`config.mk`:
```
export PLATFORM = sky130hd
export DESIGN_NAME = cdp_int_sum_ctrl
export DESIGN_NICKNAME = d
export VERILOG_FILES = /design/src/rtl/cdp_int_sum_ctrl.sv
export SDC_FILE = /design/constraint.sdc
export NUM_CORES = 1
export LEC_CHECK = 0
export CAP_MARGIN = 10
export CORE_MARGIN = 2
export CORE_UTILIZATION = 47
export CTS_CLUSTER_DIAMETER = 50
export DETAILED_ROUTE_END_ITERATION = 8
export PLACE_DENSITY_LB_ADDON = 0.3
export SLEW_MARGIN = 20
export SYNTH_ARGS = -nofsm -noshare
export SYNTH_HDL_FRONTEND = slang
export SYNTH_SLANG_ARGS = --single-unit
```
`constraint.sdc`:
```
create_clock -name nvdla_core_clk -period 3.6 [get_ports nvdla_core_clk]
set_clock_uncertainty 0.15 [all_clocks]
set_input_delay 1.08 -clock nvdla_core_clk [delete_from_list [all_inputs] [get_ports nvdla_core_clk]]
set_output_delay 1.08 -clock nvdla_core_clk [all_outputs]
set_load 0.02 [all_outputs]
```
`src/rtl/cdp_int_sum_ctrl.sv`:
```
// cdp_int_sum_ctrl: per-layer control for the CDP squared-sum datapath (two-stage pipe, window length decode).
// Optional feature: define CDP_INT_SUM_CTRL_PERF_EN to add the perf_stall_cnt output-stall counter.
`default_nettype none

module cdp_int_sum_ctrl #(
  parameter int pBEAT_BW = 13
) (
  input  logic                nvdla_core_clk,
  input  logic                nvdla_core_rstn,
  input  logic [1:0]          reg2dp_normalz_len,
  input  logic [pBEAT_BW-1:0] reg2dp_beat_num,
  input  logic                op_en,
  input  logic                in_vld,
  output logic                in_rdy,
  output logic                out_vld,
  input  logic                out_rdy,
  output logic                load_din_d,
  output logic                load_din_2d,
  output logic                len5,
  output logic                len7,
  output logic                len9,
  output logic [1:0]          cfg_len,
  output logic                op_done
`ifdef CDP_INT_SUM_CTRL_PERF_EN
  ,
  output logic [31:0]         perf_stall_cnt
`endif
);

  typedef enum logic [1:0] {
    IDLE  = 2'd0,
    RUN   = 2'd1,
    DRAIN = 2'd2,
    DONE  = 2'd3
  } state_t;

  state_t              state_q;
  logic                s1_vld_q;
  logic                s2_vld_q;
  logic                s1_vld_d;
  logic                s2_vld_d;
  logic [pBEAT_BW-1:0] cnt_q;
  logic [pBEAT_BW-1:0] limit_q;
  logic [1:0]          cfg_len_q;
  logic                len5_q;
  logic                len7_q;
  logic                len9_q;
  logic                op_done_q;

  // Stage 2 may reload in the same cycle it hands off, which keeps it full with new data.
  assign load_din_2d = s1_vld_q & (~s2_vld_q | out_rdy);
  assign in_rdy      = (state_q == RUN) & (~s1_vld_q | load_din_2d);
  assign load_din_d  = in_vld & in_rdy;
  assign s1_vld_d    = load_din_d | (s1_vld_q & ~load_din_2d);
  assign s2_vld_d    = load_din_2d | (s2_vld_q & ~out_rdy);

  assign out_vld = s2_vld_q;
  assign cfg_len = cfg_len_q;
  assign len5    = len5_q;
  assign len7    = len7_q;
  assign len9    = len9_q;
  assign op_done = op_done_q;

  always_ff @(posedge nvdla_core_clk or negedge nvdla_core_rstn) begin
    if (!nvdla_core_rstn) begin
      state_q   <= IDLE;
      s1_vld_q  <= 1'b0;
      s2_vld_q  <= 1'b0;
      cnt_q     <= '0;
      limit_q   <= '0;
      cfg_len_q <= 2'd0;
      len5_q    <= 1'b0;
      len7_q    <= 1'b0;
      len9_q    <= 1'b0;
      op_done_q <= 1'b0;
    end else begin
      s1_vld_q  <= s1_vld_d;
      s2_vld_q  <= s2_vld_d;
      len5_q    <= (cfg_len_q == 2'd1);
      len7_q    <= (cfg_len_q == 2'd2);
      len9_q    <= (cfg_len_q == 2'd3);
      op_done_q <= 1'b0;
      case (state_q)
        IDLE: begin
          if (op_en) begin
            state_q   <= RUN;
            cfg_len_q <= reg2dp_normalz_len;
            limit_q   <= reg2dp_beat_num;
            cnt_q     <= '0;
          end
        end
        RUN: begin
          // Counter stops at the limit so an all-ones limit cannot wrap.
          if (load_din_d) begin
            if (cnt_q == limit_q) begin
              state_q <= DRAIN;
            end else begin
              cnt_q <= cnt_q + pBEAT_BW'(1);
            end
          end
        end
        DRAIN: begin
          if (!s1_vld_q && !s2_vld_q) begin
            state_q   <= DONE;
            op_done_q <= 1'b1;
          end
        end
        DONE: begin
          state_q <= IDLE;
        end
        default: begin
          state_q <= IDLE;
        end
      endcase
    end
  end

`ifdef CDP_INT_SUM_CTRL_PERF_EN
  logic [31:0] perf_cnt_q;

  assign perf_stall_cnt = perf_cnt_q;

  always_ff @(posedge nvdla_core_clk or negedge nvdla_core_rstn) begin
    if (!nvdla_core_rstn) begin
      perf_cnt_q <= 32'd0;
    end else if ((state_q == IDLE) && op_en) begin
      perf_cnt_q <= 32'd0;
    end else if (s2_vld_q && !out_rdy && (perf_cnt_q != 32'hFFFF_FFFF)) begin
      perf_cnt_q <= perf_cnt_q + 32'd1;
    end
  end
`endif

endmodule

`default_nettype wire

```
==> Word-level counts from Yosys, hierarchy flattened <==
Index checks and enable logic that the tools add are counted.
{ "totals": {"register_bits": 36, "elab_cells": 55, "output_inout_bits": 10} }
{ "op_classes": {"mux": 11, "n_bitwise": 13, "n_reduce_logical": 8, "n_addsub": 1, "n_eq_ne": 12} }
{ "ops": {"columns": ["op", "n"], "rows": [
  ["two-way mux 13 bit", 3],
  ["one-hot mux 13 bit (2 select lines)", 1],
  ["adder 13 x 1 -> 13 bit (second input constant)", 1],
  ["== test 13 bit", 1],
  ["== test 2 bit (second input constant)", 4],
  ["two-way mux 2 bit", 4],
  ["!= test 2 bit (second input constant)", 4],
  ["one-hot mux 2 bit (4 select lines)", 1],
  ["AND reduction 4 bit", 2],
  ["bitwise AND 1 bit", 5],
  ["== test 2 x 1 -> 1 bit (second input constant)", 2],
  ["NOT 1 bit", 4],
  ["bitwise OR 1 bit", 4],
  ["zero test 1 bit", 2],
  ["zero test 2 bit", 1],
  ["two-way mux 1 bit", 2],
  ["!= test 2 x 1 -> 1 bit (second input constant)", 1],
  ["AND reduction 2 bit", 1],
  ["nonzero test 2 bit", 1],
  ["logical AND 1 bit", 1]
]} }

==> Depth between registers and ports, before layout <==
{ "logic_depth": {"word_depth": 8, "ltp_mapped": 8, "mapped_depth_nobuf": 8} }

==> Least setup slack after synthesis <==
OpenSTA, ideal clock, no wires.
{ "synth_path": {"path_kind": "input-to-output", "startpoint": "input out_rdy", "endpoint": "output load_din_d", "arrival_time_ns": 1.800, "path_slack_ns": 0.570, "path_stages": 4, "path_cell_list": "nand3b_1 > and2_1 > nand2_1 > inv_1"} }
{ "synth_via": {"elab_chain_len": 5} }
{ "synth_lines": {"columns": ["element", "line", "source"], "rows": [
  ["from (decl)", "16", "input logic out_rdy,"],
  ["bitwise OR 1 bit", "51", "assign load_din_2d = s1_vld_q & (~s2_vld_q | out_rdy);"],
  ["bitwise AND 1 bit", "51", null],
  ["bitwise OR 1 bit", "52", "assign in_rdy = (state_q == RUN) & (~s1_vld_q | load_din_2d);"],
  ["bitwise AND 1 bit", "52", null],
  ["via in_rdy", "14", "output logic in_rdy,"],
  ["bitwise AND 1 bit", "53", "assign load_din_d = in_vld & in_rdy;"],
  ["to (decl)", "17", "output logic load_din_d,"]
]} }
The timed path passes the listed nets, and every way through them passes these cells.

==> Worst setup path in the final report <==
{ "layout_path": {"startpoint": "input out_rdy", "endpoint": "output in_rdy"} }
{ "layout_via": {"elab_chain_len": 4} }
{ "layout_lines": {"columns": ["element", "line"], "rows": [
  ["bitwise OR 1 bit", "51"],
  ["bitwise AND 1 bit", "51"],
  ["bitwise OR 1 bit", "52"],
  ["bitwise AND 1 bit", "52"],
  ["to (decl)", "14"]
]} }
No other way between the ends.

==> impl_metrics.yaml <==
sta:
  finalSetupTns_ps: 0
  fin_crit_sh_pct: 97.6
  fin_ws_ps: 87.7
  relSlewSlack_pct: 56.1
  hold_viol: 0
  rsz0062_at_grt: "no"
  setup_viol: 0
  tightest_slew_ps: 654
  report.final.slew_viol_count: 0
  fmax_ghz: 0.285
  whs_ps: 328
  layout_min_cycle_time_ps: 3510
finish:
  diodes: 0
  fin_util_pct: 59.9
  final_cells: 257
  drive_gt1_share_pct: 17.9
  nNetsFinal: 230
  syn2layout_area_growth_pct: 24.5
pwr:
  peakVddDrop_v: 0.000272
  cellLeakagePower_nw: 1.09
  powerDensity_mw_per_mm2: 446
synth:
  ys_seq_elements: 36
  yosysTopAreaCell: "dfrtp_1"
  synthesis.area_mm2: 0.00190
  synth_top_area_share_pct: 47.5
  syn-num-nets: 191
  avgSynthCellArea_um2: 11.4
  yosys_warnings: 0
  synthCells: 167
  yosysSeqAreaShare_pct: 47.5
  synthTopCellsByArea: "dfrtp_1, mux2_2, xnor2_1, nand2_1, ha_1"
  synth.distinct_cells: 45
critical_path:
  path_class: "in -> out"
  end_kind: "primary output"
  arrival_ps: 2280
  critPathMaxFanout: 2
  critical_path_required_ps: 2370
  regToRegSetupSlack_ps: 1090
  start_kind: "input pin"
cts:
  cts_buffer_depth: 2
  cts_resized: 3
  cts_sinks: 36
  insertion_delay_ps: 290
  cts_buffers: 5
  cts_hold_buf: 0
  cts.clk_slew.worst_paths_ps: 60
  cts_root_buf: "clkbuf_8"
  cts_tree: "done"
  cts.htree.levels: 2
  postCtsSetupBuffers: 0
placed_design:
  place_hpwl_um: 3000
  routabilityCongestion: 0.895
  port_buffers: 29
  pre_cts_slack_ps: -165
  dp_cells: 249
die:
  fp.coreArea_mm2: 0.00394
  io_pins: 30
  row_count: 23
  fp.dieW_um: 67.6
  initial_utilization_pct: 48.1
  dieArea_mm2: 0.00456
  die_h_um: 67.6
detailed_routing:
  detail-route-antenna-nets: 0
  vias: 1449
  first_pass_iters: 4
  wl_um: 4030
  wire_per_inst_um: 15.7
  drtIter0Drc: 106
  drcViolationCount: 0
  viasPerCell: 5.64
global_route:
  grt_max_degree: 37
  antenna_found_initial: 0
  grt_remaining_overflow: 0
  grt_pass1_vias: 1412
  grt_pass1_wl_um: 6570
  grt_usage_pct: 20.0
job:
  cap_violations: 0
min_path:
  min_path_type: "reg -> reg"
outcome:
  outcome: "finished clean"
report_power, final:
part | total, W | switching [W] | internal (W)
sequential | 0.000525 | 0.0000766 | 0.000448
combinational | 0.000238 | 0.000117 | 0.000121
clock | 0.000292 | 0.000136 | 0.000156
path summary, 6_finish.rpt:
kind                       depth (start not counted)        to            start
max                                                5    in_rdy          out_rdy
min                                                1      len7       cfg_len[0]
max reg2reg                                        8  cnt_q[7]       state_q[1]
min reg2reg                                        1      len7       cfg_len[0]
max in group asynchronous                          2  cnt_q[0]  nvdla_core_rstn
min in group asynchronous                          2  cnt_q[4]  nvdla_core_rstn
layout make-up:
class	count	area [um^2]
Fill cell	318	1580
Multi-Input combinational cell	122	956
Sequential cell	36	901
Timing Repair Buffer	35	332
Clock buffer	8	90.1
Tap cell	50	62.6
Inverter	6	22.5
placed cells by master (no fill, tap or decap), types with 3 or more instances in the layout:
master and instances:
a211o_1 4, nand3b_1 3, a31oi_1 4, inv_1 4, xor2_1 5, clkdlybuf4s50_1 26, nor2_1 5, dlygate4sd2_1 3
o31ai_1 3, and2_1 4, o311ai_1 5, and4b_1 4, mux2_2 15, o21ai_1 3, nand3_1 7, mux2i_1 3
nand2b_1 3, dfrtp_1 36, clkbuf_8 6, ha_1 4, nand2_1 15, buf_4 6, nor2b_1 3, xnor2_1 7
per-layer routing:
metal / wire length [um] / track usage, % / vias to the layer above
met4: 87 / 8.67 / 0
li1: - / - / 689
met1: 1710 / 23.0 / 718
met3: 164 / 6.00 / 11
met5: 0 / 0 / -
met2: 2070 / 34.1 / 31
flip-flops by register name (all words and copies together), names as in the netlist:
register,count
cnt_q,13
limit_q,13
cfg_len,2
state_q,2
len5,1
len7,1
len9,1
op_done,1
out_vld,1
s1_vld_q,1
synth_stat cells (all sizes together):
library cell  instances
o31ai                 3
dfrtp                36
and2                  4
nand4                 3
a211oi                1
xnor2                 8
or3                   1
nor2                  5
a21boi                2
xor2                  5
nor3                  2
a22o                  1
o311ai                5
a211o                 4
o211ai                1
and3                  3
nor4                  1
or4                   2
ha                    4
and4b                 4
buf                   1
or3b                  1
mux2                 16
nand3                 7
nand2                15
inv                   6
nor3b                 1
mux2i                 3
a21oi                 1
o22ai                 1
clkbuf                2
nor2b                 3
nand2b                3
a31oi                 4
nand3b                3
o21ai                 4
a21o                  1
cells by family (layout without fill, tap and decap cells):
group                    after synthesis  count (layout)  synth area share, %
AO/OA/AOI/OAI                         28              28                 10.9
XOR/XNOR                              13              13                 6.39
adder cells (fa/ha/maj)                4               4                 2.64
buffers and inverters                  9              49                 2.18
flip-flops                            36              36                 47.5
multiplexers                          19              19                 11.3
AND/OR/NAND/NOR                       58              58                 19.1
metrics by stage:
stage               total power (W)  cell area, um^2
floorplan                  0.000683             1900
global placement           0.000757             2280
detailed placement         0.000771             2280
CTS                         0.00106             2360
global route                0.00112             2360
finish                      0.00105             2360
worst max-delay path, cell delays in order:
cell and delay, ps:
clkdlybuf4s50_1 410, nand3b_1 170, and2_1 180, buf_4 130, dlygate4sd2_1 310
Power figures use the tool's default switching activity.
